--- src/rtl/led_key_pattern_ctrl_if.sv ---
// led_key_pattern_ctrl_if: key pins in, LED bank and status out
interface led_key_pattern_ctrl_if #(parameter int N_LEDS = 4);
  logic [3:0]        key_in;
  logic [N_LEDS-1:0] led_out;
  logic [1:0]        mode;
  logic [1:0]        speed;
  logic              paused;
  logic [3:0]        key_pulse;
  modport master (output key_in, input led_out, mode, speed, paused, key_pulse);
  modport slave  (input key_in, output led_out, mode, speed, paused, key_pulse);
endinterface

--- src/rtl/led_key_pattern_ctrl.sv ---
// led_key_pattern_ctrl: debounced four-key control of an animated LED bank
module led_key_pattern_ctrl #(
  parameter int N_LEDS         = 4,
  parameter int DEB_CYCLES     = 1000000,
  parameter int STEP_CYCLES    = 12500000,
  parameter int KEY_ACTIVE_LOW = 1,
  parameter int LED_ACTIVE_LOW = 0
) (
  input logic clk,
  input logic rst,
  led_key_pattern_ctrl_if.slave bus
);
  localparam int CW = DEB_CYCLES > 1 ? $clog2(DEB_CYCLES) : 1;
  localparam int SW = $clog2(STEP_CYCLES);
  localparam logic [3:0] KPOL = {4{KEY_ACTIVE_LOW != 0}};
  localparam logic [N_LEDS-1:0] LPOL = {N_LEDS{LED_ACTIVE_LOW != 0}};
  localparam logic [N_LEDS-1:0] ONE = N_LEDS'(1);
  logic [3:0] s1, s2, deb, kp;
  logic [CW-1:0] dcnt [4];
  logic [1:0] mode, speed, mode_n, spd_n;
  logic paused, up, dn, tick, spd_chg;
  logic [SW-1:0] scnt;
  logic [31:0] per;
  logic [N_LEDS-1:0] pat, led, reload, stepped;
  // Two-stage synchroniser; polarity is folded in first so an idle key reads 0
  always_ff @(posedge clk or posedge rst)
    if (rst) begin
      s1 <= '0;
      s2 <= '0;
    end else begin
      s1 <= bus.key_in ^ KPOL;
      s2 <= s1;
    end
  // Per-key debounce: accept a level held DEB_CYCLES cycles, pulse on press only
  always_ff @(posedge clk or posedge rst)
    if (rst) begin
      deb <= '0;
      kp  <= '0;
      for (int i = 0; i < 4; i++) dcnt[i] <= '0;
    end else begin
      for (int i = 0; i < 4; i++) begin
        kp[i] <= 1'b0;
        if (s2[i] == deb[i]) dcnt[i] <= '0;
        else if (dcnt[i] == CW'(DEB_CYCLES - 1)) begin
          deb[i]  <= s2[i];
          dcnt[i] <= '0;
          kp[i]   <= s2[i];
        end else dcnt[i] <= dcnt[i] + CW'(1);
      end
    end
  // Next-state decode for mode, speed, step timer and pattern
  always_comb begin
    mode_n  = mode + 2'd1;
    up      = kp[1] & ~kp[2];
    dn      = kp[2] & ~kp[1];
    spd_n   = (up && speed != 2'd3) ? speed + 2'd1 : (dn && speed != 2'd0) ? speed - 2'd1 : speed;
    spd_chg = spd_n != speed;
    per     = 32'(STEP_CYCLES) >> speed;
    tick    = scnt == SW'(per - 32'd1);
    reload  = mode_n == 2'd3 ? '1 : ONE;
    stepped = mode == 2'd1 ? {pat[N_LEDS-2:0], pat[N_LEDS-1]} :
              mode == 2'd2 ? {pat[0], pat[N_LEDS-1:1]} :
              mode == 2'd3 ? ~pat : pat;
  end
  // Control registers, step timer, pattern and registered LED drive
  always_ff @(posedge clk or posedge rst)
    if (rst) begin
      mode   <= 2'd0;
      speed  <= 2'd0;
      paused <= 1'b0;
      scnt   <= '0;
      pat    <= ONE;
      led    <= ONE ^ LPOL;
    end else begin
      if (kp[0]) mode <= mode_n;
      speed <= spd_n;
      if (kp[3]) paused <= ~paused;
      if (kp[0] || spd_chg) scnt <= '0;
      else if (!paused) scnt <= tick ? '0 : scnt + SW'(1);
      if (kp[0]) pat <= reload;
      else if (tick && !paused) pat <= stepped;
      led <= pat ^ LPOL;
    end
  assign bus.led_out   = led;
  assign bus.mode      = mode;
  assign bus.speed     = speed;
  assign bus.paused    = paused;
  assign bus.key_pulse = kp;
endmodule

--- src/flat_wrapper.sv ---
// flat-port wrapper written by rule: the top's interface ports become plain ports
module led_key_pattern_ctrl_flat 
#(
  parameter int N_LEDS         = 4,
  parameter int DEB_CYCLES     = 1000000,
  parameter int STEP_CYCLES    = 12500000,
  parameter int KEY_ACTIVE_LOW = 1,
  parameter int LED_ACTIVE_LOW = 0
)
  (clk, rst, bus_key_in, bus_led_out, bus_mode, bus_speed, bus_paused, bus_key_pulse);
  led_key_pattern_ctrl_if #(.N_LEDS(N_LEDS)) bus_i ();
  input logic clk;
  input logic rst;
  input wire logic [$bits(bus_i.key_in)-1:0] bus_key_in;
  output wire logic [$bits(bus_i.led_out)-1:0] bus_led_out;
  output wire logic [$bits(bus_i.mode)-1:0] bus_mode;
  output wire logic [$bits(bus_i.speed)-1:0] bus_speed;
  output wire logic [$bits(bus_i.paused)-1:0] bus_paused;
  output wire logic [$bits(bus_i.key_pulse)-1:0] bus_key_pulse;
  assign bus_i.key_in = bus_key_in;
  assign bus_led_out = bus_i.led_out;
  assign bus_mode = bus_i.mode;
  assign bus_speed = bus_i.speed;
  assign bus_paused = bus_i.paused;
  assign bus_key_pulse = bus_i.key_pulse;
  led_key_pattern_ctrl #(.N_LEDS(N_LEDS), .DEB_CYCLES(DEB_CYCLES), .STEP_CYCLES(STEP_CYCLES), .KEY_ACTIVE_LOW(KEY_ACTIVE_LOW), .LED_ACTIVE_LOW(LED_ACTIVE_LOW)) u_core (.clk(clk), .rst(rst), .bus(bus_i));
endmodule
--- config.mk ---
export PLATFORM = sky130hd
export DESIGN_NAME = led_key_pattern_ctrl_flat
export DESIGN_NICKNAME = d
export VERILOG_FILES = /design/src/rtl/led_key_pattern_ctrl_if.sv /design/src/rtl/led_key_pattern_ctrl.sv /design/src/flat_wrapper.sv
export SDC_FILE = /design/constraint.sdc
export NUM_CORES = 1
export LEC_CHECK = 0
export BUFFER_PORTS_ARGS = -buffer_cell sky130_fd_sc_hd__buf_2
export CORE_AREA = 5 5 162 86
export CTS_BUF_LIST = sky130_fd_sc_hd__clkbuf_2
export DETAILED_ROUTE_END_ITERATION = 10
export DIE_AREA = 0 0 167 91
export HOLD_SLACK_MARGIN = 0.08
export PLACE_DENSITY_LB_ADDON = 0.12
export SLEW_MARGIN = 0
export SYNTH_ARGS = -nofsm -noshare
export SYNTH_HDL_FRONTEND = slang
export SYNTH_SLANG_ARGS = --single-unit
--- constraint.sdc ---
create_clock -name clk -period 4.8 [get_ports clk]
set_input_delay 0.96 -clock clk [delete_from_list [all_inputs] [get_ports clk]]
set_output_delay 0.96 -clock clk [all_outputs]
set_load 0.01 [all_outputs]
==> results_dict.tcl <==
set metrics [dict create \
    io-pin-count 19 \
    grt_max_degree 105 \
    worstPathRequired_ns 5.28 \
    gp_congestion 0.8941 \
    yosys_warnings 0 \
    ctsResizeCount 0 \
    start_kind "register" \
    grt_overflow 0 \
    final_hold_viol_count 0 \
    drtIter0Drc 391 \
    cp.arrival_ns 3.76 \
    dp_hpwl_mm 9.161 \
    slew_headroom_pct 19.16 \
    start_util_pct 53.58 \
    multi_input_area_um2 3127 \
    path_clk_slew_ns 0.19 \
    syn_to_final_growth_pct 7.435 \
    antenna_found_initial 0 \
    holdCritPathClass "register to register" \
    wl_per_cell_um 15.02 \
    reg2reg_from "u_core.bus.speed[1]" \
    status "completed" \
    die_width_um 167 \
    rrSetupSlack_ns 1.52 \
    hold_depth 0 \
    ys_types 47 \
    io_buffers 18 \
    syn_nets 696 \
    synth_ff_type "dfrtp_1" \
    post_cts_buffers 0 \
    p_total_mw 1.907 \
    vias 4795 \
    fin_skew_ns 0.02944 \
    p_leak_nw 3.131 \
    synth.avg_cell_area_um2 9.808 \
    cts_made_buffers 17 \
    worstSkewPairLatency_ns 0.64 \
    fin_setup_tns_ns 0 \
    path_class "register to register" \
    power_density_nw_per_um2 267.7 \
    postCtsHoldBufs 0 \
    reg2reg_depth 7 \
    rsz0062_at_grt "false" \
    final_antenna_net_count 0 \
    first_global_vias 4502 \
    ir_drop_mv 0.1411 \
    max_freq_mhz 305.2 \
    n_fill_cell 1061 \
    cp-end-kind "register" \
    route.detailed.drc 0 \
    wl_mm 13.22 \
    cts_tree "yes" \
    hold_end "u_core.s2[1]" \
    core_um2 12370 \
    layout_min_cycle_time_ns 3.277 \
    clk_path_buf_depth 2 \
    via_per_inst 5.449 \
    drive_above_1_share_pct 10.00 \
    tightest_slew_ns 1.202 \
    synth_top_area_share_pct 49.44 \
    timing.final.crit_share_pct 68.27 \
    setup_violations 0 \
    drv_cap 0 \
    cts_sinks 133 \
    clockRootBuffer "clkbuf_2" \
    die_area_um2 15200 \
    die_h_um 91 \
    ys_ff_latch 133 \
    reg2reg_to "u_core.scnt[7]" \
    grt_pass1_wl_mm 23.18 \
    maxSlewViolCount 0 \
    synth-edff-count 0 \
    critical_path_peak_fanout 19 \
    synthesis.instances 676 \
    htreeDepth 4 \
    hp-start "u_core.s1[1]" \
    first_pass_iters 5 \
    yosysSeqAreaShare_pct 50.24 \
    grt_usage_pct 18.51 \
    nets 717 \
    diodes 0 \
    async_reset_ff_share_pct 100.0 \
    synth.cell_area_um2 6630 \
    synth_area_leaders "dfrtp_1 49%, nor2_1 7.1%, xor2_1 6.9%" \
    final-seq-area_um2 3331 \
    yosysTopAreaCell "dfrtp_1" \
    placementRows 29 \
]
==> critical path, cell delays in order (launching register included) <==
cell and delay, ns:
dfrtp_1 0.53, inv_1 0.15, ha_1 0.25, xor2_1 0.15
or4_1 0.45, or4_1 0.73, o31ai_4 0.74, nor2_1 0.13
==> cell type report <==
class                   instances  share of cell area [%]
inverters                      24                   1.335
clock inverters                13                   2.213
flip-flops and latches        133                   46.76
clock buffers                  19                   1.335
multi-input cells             501                   43.90
well taps                     170                   2.986
repair buffers                 20                   1.475
==> synth_stat cells, types with 3 or more instances <==
| library cell | count |
|---|---|
| o21ai_0 | 9 |
| nor3b_1 | 7 |
| nand3b_1 | 5 |
| nor2b_1 | 4 |
| xnor2_1 | 51 |
| and4_1 | 7 |
| nand4_1 | 28 |
| ha_1 | 14 |
| nand3_1 | 38 |
| and2_1 | 7 |
| dfrtp_1 | 131 |
| nand4b_1 | 3 |
| nor2_1 | 125 |
| and3_1 | 12 |
| nand2_1 | 46 |
| a21oi_1 | 4 |
| clkbuf_1 | 15 |
| inv_1 | 24 |
| or3b_2 | 6 |
| mux2_2 | 6 |
| xor2_1 | 52 |
| nor4_1 | 14 |
| nor4b_1 | 3 |
| nor3_1 | 22 |
| o211ai_1 | 3 |
| or4_1 | 6 |
| or2_2 | 3 |
| mux2i_1 | 3 |
==> per-layer routing <==
metal	global-route usage, %	vias up	share of wire, %
li1	-	2348	-
met1	30.01	2316	53
met2	24.56	121	40
met3	4.816	10	6.0
met4	3.880	0	0.64
met5	0	-	0
==> through the flow <==
stage	cells	hold WS, ns	instance area [um^2]	util (%)	setup WS, ns
after floorplan	676	0.3312	6630	-	0.2889
after CTS	880	0.3378	7123	57.57	1.535
after global routing	880	0.3057	7123	57.57	1.285
after global placement	848	0.3369	6870	55.53	1.703
final	880	0.3756	7123	57.57	1.523
after detailed placement	848	0.3355	6870	55.53	1.603
==> cells by family after synthesis <==
family / after synthesis / share of synthesized area (%)
DFF: 133 / 50.24
and+or+nand+nor: 346 / 26.33
muxes: 9 / 1.472
AOI/OAI and AO/OA: 29 / 3.114
xor gates and xnor gates: 103 / 13.61
adders and majority gates: 14 / 2.642
buffers and inverters: 42 / 2.604
==> flip-flops by register name, indices dropped and copies added, names as in the netlist <==
name and flops:
u_core.deb 4, u_core.dcnt 80, u_core.scnt 24, u_core.bus.led_out 4, u_core.bus.key_pulse 4, u_core.s2 4
u_core.bus.mode 2, u_core.bus.paused 1, u_core.s1 4, u_core.bus.speed 2, u_core.pat 4
==> where the power goes <==
part           switching (mW)  internal, mW
clock                   0.416         0.293
combinational          0.0408        0.0128
sequential             0.0107          1.13
==> placed cells by master, fill, tap and decap left out, types with 3 or more instances in the layout <==
cell type  instances
ha_1              14
or4_1              6
o21ai_0            9
or3b_2             6
clkinv_4           3
inv_1             23
nand4_1           28
nor2_1           125
nand4b_1           3
xor2_1            52
dfrtp_1          131
nor3_1            22
nor4b_1            3
o211ai_1           3
nor3b_1            7
nand3b_1           5
a21oi_1            4
and4_1             7
and3_1            12
nor2b_1            4
or2_2              3
mux2i_1            3
buf_2             18
clkbuf_2          19
nor4_1            14
bufinv_16          3
mux2_2             6
and2_1             7
nand2_1           46
xnor2_1           51
nand3_1           38
==> worst max path at each step <==
| stage | slack, ns | start | depth (start not counted) | end |
|---|---|---|---|---|
| after global routing | 1.29 | u_core.bus.speed[1] | 7 | u_core.scnt[16] |
| after global placement | 1.70 | u_core.bus.speed[1] | 7 | u_core.scnt[5] |
| final | 1.52 | u_core.bus.speed[1] | 7 | u_core.scnt[7] |
| after CTS | 1.54 | u_core.bus.speed[1] | 7 | u_core.scnt[7] |
| after floorplan | 0.29 | rst | 1 | u_core.bus.key_pulse[0] |
| after detailed placement | 1.60 | u_core.bus.speed[1] | 7 | u_core.scnt[7] |
Power figures use the tool's default switching activity.
